===== src/rtl/ahbl_arbiter_rr.sv =====
// AHB-Lite multi-master arbiter: fixed-high, fixed-low or round-robin address-phase
// selection with burst/lock hold, data-phase owner tracking and a lock-duration watchdog.
module ahbl_arbiter_rr #(
    parameter  int MM         = 4,
    parameter  int MODE       = 2,
    parameter  int PARK       = 0,
    parameter  int LOCK_LIMIT = 64,
    localparam int MW         = $clog2(MM)
) (
    input  logic                 HCLK,
    input  logic                 HRESETn,
    input  logic [MM-1:0][1:0]   HTRANS,
    input  logic [MM-1:0]        HMASTLOCK,
    input  logic [MM-1:0]        HREADY,
    input  logic [MM-1:0]        MASTER_EN,
    output logic [MM-1:0]        ARB_SEL,
    output logic [MW-1:0]        MASTER_SEL,
    output logic [MM-1:0]        ARB_SEL_PREV,
    output logic [MW-1:0]        MASTER_SEL_PREV,
    output logic [MW-1:0]        RR_PTR,
    output logic                 LOCK_TIMEOUT
);

    localparam logic [1:0]    TR_IDLE     = 2'd0;
    localparam logic [1:0]    TR_BUSY     = 2'd1;
    localparam logic [1:0]    TR_NONSEQ   = 2'd2;
    localparam logic [1:0]    TR_SEQ      = 2'd3;
    localparam logic [1:0]    MODE_SEL    = 2'(MODE);
    localparam logic [MW-1:0] PARK_SEL    = MW'(PARK);
    localparam logic [MW-1:0] LAST_SEL    = MW'(MM - 1);
    localparam logic [MW:0]   MM_W        = (MW + 1)'(MM);
    localparam logic [MM-1:0] ONE_HOT0    = {{(MM-1){1'b0}}, 1'b1};
    localparam logic [MM-1:0] PARK_ONEHOT = ONE_HOT0 << PARK;
    localparam logic [15:0]   LIMIT_CNT   = 16'(LOCK_LIMIT);

    logic [MW-1:0] prev_r;
    logic [MM-1:0] arb_prev_r;
    logic [MW-1:0] rr_ptr_r;
    logic [15:0]   lock_cnt_r;
    logic          timeout_r;

    logic          hold_s;
    logic          lock_s;
    logic [MM-1:0] req_s;
    logic          any_req_s;
    logic [MW-1:0] sel_s;
    logic [MW:0]   rr_idx_s;
    logic [MM-1:0] arb_s;
    logic          rr_upd_s;
    logic [MW-1:0] rr_next_s;
    logic [15:0]   lock_cnt_nxt_s;

    // Hold detection on the data-phase owner and per-master request qualification
    always_comb begin
        lock_s    = HMASTLOCK[prev_r];
        hold_s    = lock_s || (HTRANS[prev_r] == TR_BUSY) || (HTRANS[prev_r] == TR_SEQ);
        req_s     = '0;
        for (int i = 0; i < MM; i++) begin
            req_s[i] = (HTRANS[i] != TR_IDLE) && MASTER_EN[i];
        end
        any_req_s = |req_s;
    end

    // Address-phase owner selection; later loop iterations take priority
    always_comb begin
        sel_s    = PARK_SEL;
        rr_idx_s = '0;
        if (hold_s) begin
            sel_s = prev_r;
        end else if (!any_req_s) begin
            sel_s = PARK_SEL;
        end else begin
            case (MODE_SEL)
                2'd0: begin
                    for (int i = 0; i < MM; i++) begin
                        sel_s = req_s[i] ? MW'(i) : sel_s;
                    end
                end
                2'd1: begin
                    for (int i = MM - 1; i >= 0; i--) begin
                        sel_s = req_s[i] ? MW'(i) : sel_s;
                    end
                end
                default: begin
                    // Walk the offsets backwards so the nearest requester after RR_PTR wins
                    for (int k = MM - 1; k >= 0; k--) begin
                        rr_idx_s = {1'b0, rr_ptr_r} + (MW + 1)'(k);
                        rr_idx_s = (rr_idx_s >= MM_W) ? (rr_idx_s - MM_W) : rr_idx_s;
                        sel_s    = req_s[rr_idx_s[MW-1:0]] ? rr_idx_s[MW-1:0] : sel_s;
                    end
                end
            endcase
        end
        arb_s = ONE_HOT0 << sel_s;
    end

    // Round-robin pointer advance and lock watchdog next-state
    always_comb begin
        rr_upd_s  = (MODE_SEL == 2'd2) && HREADY[prev_r] && !hold_s &&
                    req_s[sel_s] && (HTRANS[sel_s] == TR_NONSEQ);
        rr_next_s = (sel_s == LAST_SEL) ? {MW{1'b0}} : (sel_s + MW'(1'b1));
        if (LIMIT_CNT == 16'd0) begin
            lock_cnt_nxt_s = 16'd0;
        end else if (!lock_s) begin
            lock_cnt_nxt_s = 16'd0;
        end else if (lock_cnt_r == LIMIT_CNT) begin
            lock_cnt_nxt_s = lock_cnt_r;
        end else begin
            lock_cnt_nxt_s = lock_cnt_r + 16'd1;
        end
    end

    // Data-phase owner, round-robin pointer and watchdog state
    always_ff @(posedge HCLK or negedge HRESETn) begin
        if (!HRESETn) begin
            prev_r     <= PARK_SEL;
            arb_prev_r <= PARK_ONEHOT;
            rr_ptr_r   <= '0;
            lock_cnt_r <= 16'd0;
            timeout_r  <= 1'b0;
        end else begin
            if (HREADY[prev_r]) begin
                prev_r     <= sel_s;
                arb_prev_r <= arb_s;
            end else begin
                prev_r     <= prev_r;
                arb_prev_r <= arb_prev_r;
            end
            if (rr_upd_s) begin
                rr_ptr_r <= rr_next_s;
            end else begin
                rr_ptr_r <= rr_ptr_r;
            end
            lock_cnt_r <= lock_cnt_nxt_s;
            timeout_r  <= (LIMIT_CNT != 16'd0) && (lock_cnt_nxt_s == LIMIT_CNT);
        end
    end

    assign ARB_SEL         = arb_s;
    assign MASTER_SEL      = sel_s;
    assign ARB_SEL_PREV    = arb_prev_r;
    assign MASTER_SEL_PREV = prev_r;
    assign RR_PTR          = rr_ptr_r;
    assign LOCK_TIMEOUT    = timeout_r;

endmodule


===== config.mk =====
export PLATFORM = sky130hd
export DESIGN_NAME = ahbl_arbiter_rr
export DESIGN_NICKNAME = d
export VERILOG_FILES = /design/src/rtl/ahbl_arbiter_rr.sv
export SDC_FILE = /design/constraint.sdc
export NUM_CORES = 1
export LEC_CHECK = 0
export ABC_CLOCK_PERIOD_IN_PS = 2400
export CORE_MARGIN = 2
export CORE_UTILIZATION = 46
export DETAILED_ROUTE_END_ITERATION = 10
export GPL_TIMING_DRIVEN = 0
export HOLD_SLACK_MARGIN = 0.03
export MAX_ROUTING_LAYER = met4
export PLACE_DENSITY_LB_ADDON = 0.25
export SETUP_SLACK_MARGIN = 0.5
export SLEW_MARGIN = 5
export SYNTH_ARGS = -nofsm -noshare
export SYNTH_HDL_FRONTEND = slang
export SYNTH_SLANG_ARGS = --single-unit

===== constraint.sdc =====
create_clock -name HCLK -period 2.4 [get_ports HCLK]
set_input_delay 0.48 -clock HCLK [delete_from_list [all_inputs] [get_ports HCLK]]
set_output_delay 0.48 -clock HCLK [all_outputs]
set_load 0.03 [all_outputs]

# After elaboration in Yosys (flattened, before gate mapping)
# Index checks and enable logic that the tools add are counted.
[word_totals]
register_bits = 25
output_inout_bits = 15
elab_cells = 77
inputBits = 22
[classes]
n_eq_ne = 6
shifts = 1
n_reduce_logical = 15
addsub = 9
n_mux = 31
magnitude_cmp = 10
[op_table]
columns = ["cell", "count"]
rows = [
  ["16-bit by 7-bit equality test with 1-bit output (second input constant)", 2],
  ["16-bit two-way mux", 2],
  ["2-bit two-way mux", 13],
  ["2-bit by 3-bit < comparator with 1-bit output (second input constant)", 6],
  ["16-bit by 1-bit adder with 16-bit output (second input constant)", 1],
  ["1-bit binary-select mux with 2-bit select", 7],
  ["3-bit greater-or-equal comparator (second input constant)", 3],
  ["2-bit binary-select mux with 2-bit select", 2],
  ["2-bit nonzero test", 4],
  ["2-bit by 1-bit subtractor with 2-bit output (second input constant)", 4],
  ["1-bit logical AND", 7],
  ["1-bit two-way mux", 7],
  ["2-bit by 2-bit adder with 3-bit output (second input constant)", 2],
  ["2-bit equality test (second input constant)", 3],
  ["4-bit OR reduction", 1],
  ["1-bit by 2-bit << shifter with 4-bit output (first input constant)", 1],
  ["2-bit by 1-bit adder with 3-bit output (second input constant)", 1],
  ["2-bit by 3-bit greater-or-equal comparator with 1-bit output (second input constant)", 1],
  ["2-bit by 1-bit adder with 2-bit output (second input constant)", 1],
  ["2-bit by 1-bit equality test with 1-bit output (second input constant)", 1],
  ["1-bit logical OR", 2],
  ["1-bit zero test", 1],
]

# Depth between registers and ports, before layout
[logic_depth]
ltp_word = 15
depth_mapped = 8
ltp_nobuf = 8

# Worst setup path before layout
# No wires, ideal clock.
[synth_path]
path_type = "register to output"
startpoint = "reg prev_r[1] (netlist: MASTER_SEL_PREV[1])"
endpoint = "out ARB_SEL[3]"
arrival_ns = 2.390
stages_incl_launch_ff = 7
path_buffers = 0
required_ns = 1.920
slack_ns = -0.470
cell_sequence = "dfrtp_1 > mux4_2 > or2_1 > a221o_1 > and2_2 > inv_2 > and2_1"
[synth_via]
elab_chain_len = 7
elab_cells_between_ends = 10
classes_between = "eq/ne: 2; shift: 1; mux: 5; reduce/logical: 2"
[synth_lines]
columns = ["element", "line_no", "text"]
rows = [
  ["start: declaration", "36", "logic [MW-1:0] prev_r;"],
  ["start signal: assignment", "123", "prev_r <= sel_s;"],
  ["start signal: assignment", "126", "prev_r <= prev_r;"],
  ["2-bit binary-select mux with 2-bit select", "56", "hold_s = lock_s || (HTRANS[prev_r] == TR_BUSY) || (HTRANS[prev_r] == TR_SEQ);"],
  ["2-bit two-way mux (implied by the code)", "56", ""],
  ["2-bit by 1-bit equality test with 1-bit output", "56", ""],
  ["1-bit logical OR (2 in a row)", "56", ""],
  ["2-bit two-way mux (*)", "68", "if (hold_s) begin"],
  ["named net MASTER_SEL[1]", "17", "output logic [MW-1:0] MASTER_SEL,"],
  ["1-bit by 2-bit << shifter with 4-bit output (*)", "94", "arb_s = ONE_HOT0 << sel_s;"],
  ["end: declaration", "16", "output logic [MM-1:0] ARB_SEL,"],
]
# The timed path passes the listed nets; every way through them passes the cells marked *. The select of a mux whose other input is x is not followed.

# Worst setup path after layout
[layout_path]
startpoint = "reg prev_r[0] (netlist: MASTER_SEL_PREV[0])"
endpoint = "out ARB_SEL[3]"
[layout_via]
elab_chain_len = 7
elab_cells_between_ends = 10
classes_between = "eq/ne: 2; shift: 1; mux: 5; reduce/logical: 2"
[layout_lines]
columns = ["element", "line_no"]
rows = [
  ["2-bit binary-select mux with 2-bit select", "56"],
  ["2-bit two-way mux (implied by the code)", "56"],
  ["2-bit by 1-bit equality test with 1-bit output", "56"],
  ["1-bit logical OR (2 in a row)", "56"],
  ["2-bit two-way mux (*)", "68"],
  ["1-bit by 2-bit << shifter with 4-bit output (*)", "94"],
]
# Every way passes the cells marked *; elsewhere a longest branch is shown, timed or not. The select of a mux whose other input is x is not followed.

==> run summary <==
Slew headroom: 0.2232
GRT overflow: 0
outcome: finished, violations left
min cycle time layout: 2.728 ns
YS warnings: 0
Layout Utilization: 0.7200
Root Buffer: clkbuf_8
Synth Area in Compound Gates: 0.1194
Final setup viols: 7
count of cell types in the netlist: 52
number of global-route vias before repair: 1,610
mux cell area share after synthesis: 0.1304
violated checks: negative setup slack
final hold vios: 0
Startpoint Class: flop
static leakage: 1.137 nW
1st-iter DRT viols: 82
design area: 2596 sq um
pin count of the biggest net entering global routing: 26
dpl hpwl: 2883 um
Post-synth EDFFs: 0
Max Cap Violations: 0
WP buf/inv: 2
part of the power in registers: 0.222
CP top delay family: simple AND/OR/NAND/NOR gates
final period utilization: 1.137
Worst-Skew Late Latency: 0.27 ns
area delta synth->final: 52.01%
CP Capture Type: output pin
clock skew: 0.003004 ns
core region area: 3606 sq um
Residual DRC: 0
Synth Cell Area: 1708 sq um
CTS tree: built
post-synthesis xor/xnor area fraction: 0.09744
Worst path slowest cell: mux4_2
max frequency: 366.5 MHz
RSZ-0062 raised after global routing: true
global-route wire length before repair: 7189 um
cts bufs inserted: 3
async set-reset flop share out of synthesis: 1.000
sequential area share after synthesis: 0.3670
final WL: 4431 um
die width: 64.93 um
Placed Area: 2157 sq um
CP Data Arrival Time: 2.25 ns
clk slew on worst S/H paths: 0.09 ns
mean routed wirelength per cell: 15.12 um
Least-Margin Pin Slew: 1.162 ns
Die ar.: 4216 sq um
layout cells sized above 1: 0.3469
Hold Path Class: reg2reg
Simple-Gate Fraction of Synth Area: 0.2322
Global Route Usage Sum: 0.2216
critical path's largest stage delay: 0.52 ns
Syn Area/Cell: 9.488 sq um
Setup CP Type: reg2out
Cells after DPL: 264
power share of the clock group: 0.092
row cnt: 22
post-route ant nets: 0
Area contributors post-synth: dfrtp_1, nor2_1, mux2_2
Switching Share: 0.4286
initial antenna violation count: 0
die height: 64.93 um
nets@finish: 271
Final Wtd Congestion: 0.8515
Synth area leader: dfrtp_1
Port Buffers: 36
cells along the critical path: mux4_2 -> or2_4 -> a221o_1 -> and2_4 -> clkinv_4 -> and2_4 -> buf_6
Switch Pwr: 1.168 mW
top-area cell type share of the netlist area: 0.3516
Vias: 1,622
number of detailed-route iterations in the first pass: 4
Synth Register Bits: 25
PwrDens: 1050 nW/um^2
diode count: 0
Setup TNS Final: -1.797 ns
Filler Cell Count: 265
combinational family with the most area after synthesis: simple AND/OR/NAND/NOR gates
Synth Flop Type: dfrtp_1
combinational fraction of design power: 0.686
post-route setup slack: -0.3282 ns
Final Power: 2.726 mW
Cell Int Power: 1.557 mW
Final Non-Filler Cells: 293
VDD IR max: 706.3 uV
CP dominant cell by count: and2_4
Initial Utilization: 0.4736
number of I/O pins: 37
maximum fanout along the worst path: 3
H-tree levels: 1
# clock sinks: 25
Bufs on Longest Clock Path: 2
Synth Instances: 180
Req. time, crit path: 1.92 ns
fin. max-slew vios: 0
Via density: 5.536
adder and majority gate portion of the synthesized area: 0.02198
syn_nets: 205
==> per-layer routing <==
metal,track usage,part of all wire,vias up
li1,-,-,781
met1,0.2635,0.44,788
met2,0.3982,0.51,47
met3,0.02083,0.036,6
met4,0.06383,0.014,0
met5,-,0,-
==> layout by cell type, fill, tap and decap left out, types with 4 or more instances in the layout <==
master           synthesis  layout
xnor2_1                 10      10
mux2i_1                  5       5
clkdlybuf4s50_1          0      17
buf_6                    0      12
dfrtp_1                 24      22
clkdlybuf4s15_1          0       6
xor2_1                   9       9
nand2_1                 11       9
nand3_1                 10       9
dlygate4sd2_1            0       4
mux2_2                   8       4
inv_1                    5       5
clkbuf_2                 0       4
mux2_4                   0       5
nor2_1                  25      21
buf_4                    0      19
==> per-stage QoR <==
stage                     hold WS, ns  setup WS [ns]
after detailed placement       0.4999         -1.355
after global routing           0.5421        -0.4117
after CTS                      0.5219        -0.3217
after floorplan                0.1844        -0.1297
after global placement         0.4886         -1.363
final                          0.5136        -0.3282
==> layout make-up <==
cell class	instances	area, sq um	area share
Multi-Input combinational cell	141	1222	0.4708
Clock buffer	4	45.04	0.01735
Buffer	8	46.29	0.01783
Tap cell	48	60.06	0.02313
Inverter	6	27.53	0.01060
Timing Repair Buffer	61	565.5	0.2178
Sequential cell	25	629.4	0.2424
==> cells in the mapped netlist (all sizes together) (4+ instances only) <==
cell and n:
nor2 25, dfrtp 24, nand2 11, nand3 10, xnor2 10, mux2 9, xor2 9, clkbuf 7
o21ai 7, inv 6, nor3 6, mux2i 5, and2 4
==> final timing paths <==
path                                                 from  cells after the start  slack (ns)                        endpoint
max                        MASTER_SEL_PREV[0]$_DFFE_PN0P_                      7       -0.33                      ARB_SEL[3]
min                           ARB_SEL_PREV[3]$_DFFE_PN0P_                      1        0.51     ARB_SEL_PREV[3]$_DFFE_PN0P_
max reg2reg                MASTER_SEL_PREV[0]$_DFFE_PN0P_                      8       -0.11           RR_PTR[1]$_DFFE_PN0P_
min reg2reg                   ARB_SEL_PREV[3]$_DFFE_PN0P_                      1        0.51     ARB_SEL_PREV[3]$_DFFE_PN0P_
max in group asynchronous                         HRESETn                      1        0.80  MASTER_SEL_PREV[1]$_DFFE_PN0P_
min in group asynchronous                         HRESETn                      1        0.82         lock_cnt_r[3]$_DFF_PN0_
==> kinds of logic after synthesis <==
kind of cell               after synthesis
and+or+nand+nor                         76
AOI/OAI and AO/OA                       26
DFF                                     25
xor gates and xnor gates                19
muxes                                   17
buffers and inverters                   14
adders and majority gates                3
==> state kept, by name (all words and copies together), names as in the netlist <==
register	count
MASTER_SEL_PREV	2
ARB_SEL_PREV	4
RR_PTR	2
lock_cnt_r	16
LOCK_TIMEOUT	1
==> power by group through the flow <==
stage                     combinational [mW]  clock (mW)  sequential (mW)
after floorplan                        0.820           0            0.716
after global routing                    1.99       0.281            0.617
final                                   1.87       0.252            0.605
after global placement                  1.35           0            0.616
after detailed placement                1.36           0            0.619
after CTS                               1.74       0.264            0.592
==> repair_timing <==
item / in CTS / in global routing
pin swaps: 13 / 11
endpoints found under the setup margin: 28 / 16
resized for setup: 99 / 17
setup buffers: 16 / 9
hold buffers: 0 / 0
==> worst reg2reg max path: stages (launching register included) <==
cell	delay [ns]
dfrtp_2	0.40
mux4_2	0.52
or2_4	0.27
a221o_1	0.30
buf_4	0.15
buf_6	0.12
and4_4	0.15
o311ai_4	0.28
mux2i_1	0.24
(Power assumes the default switching activity.)
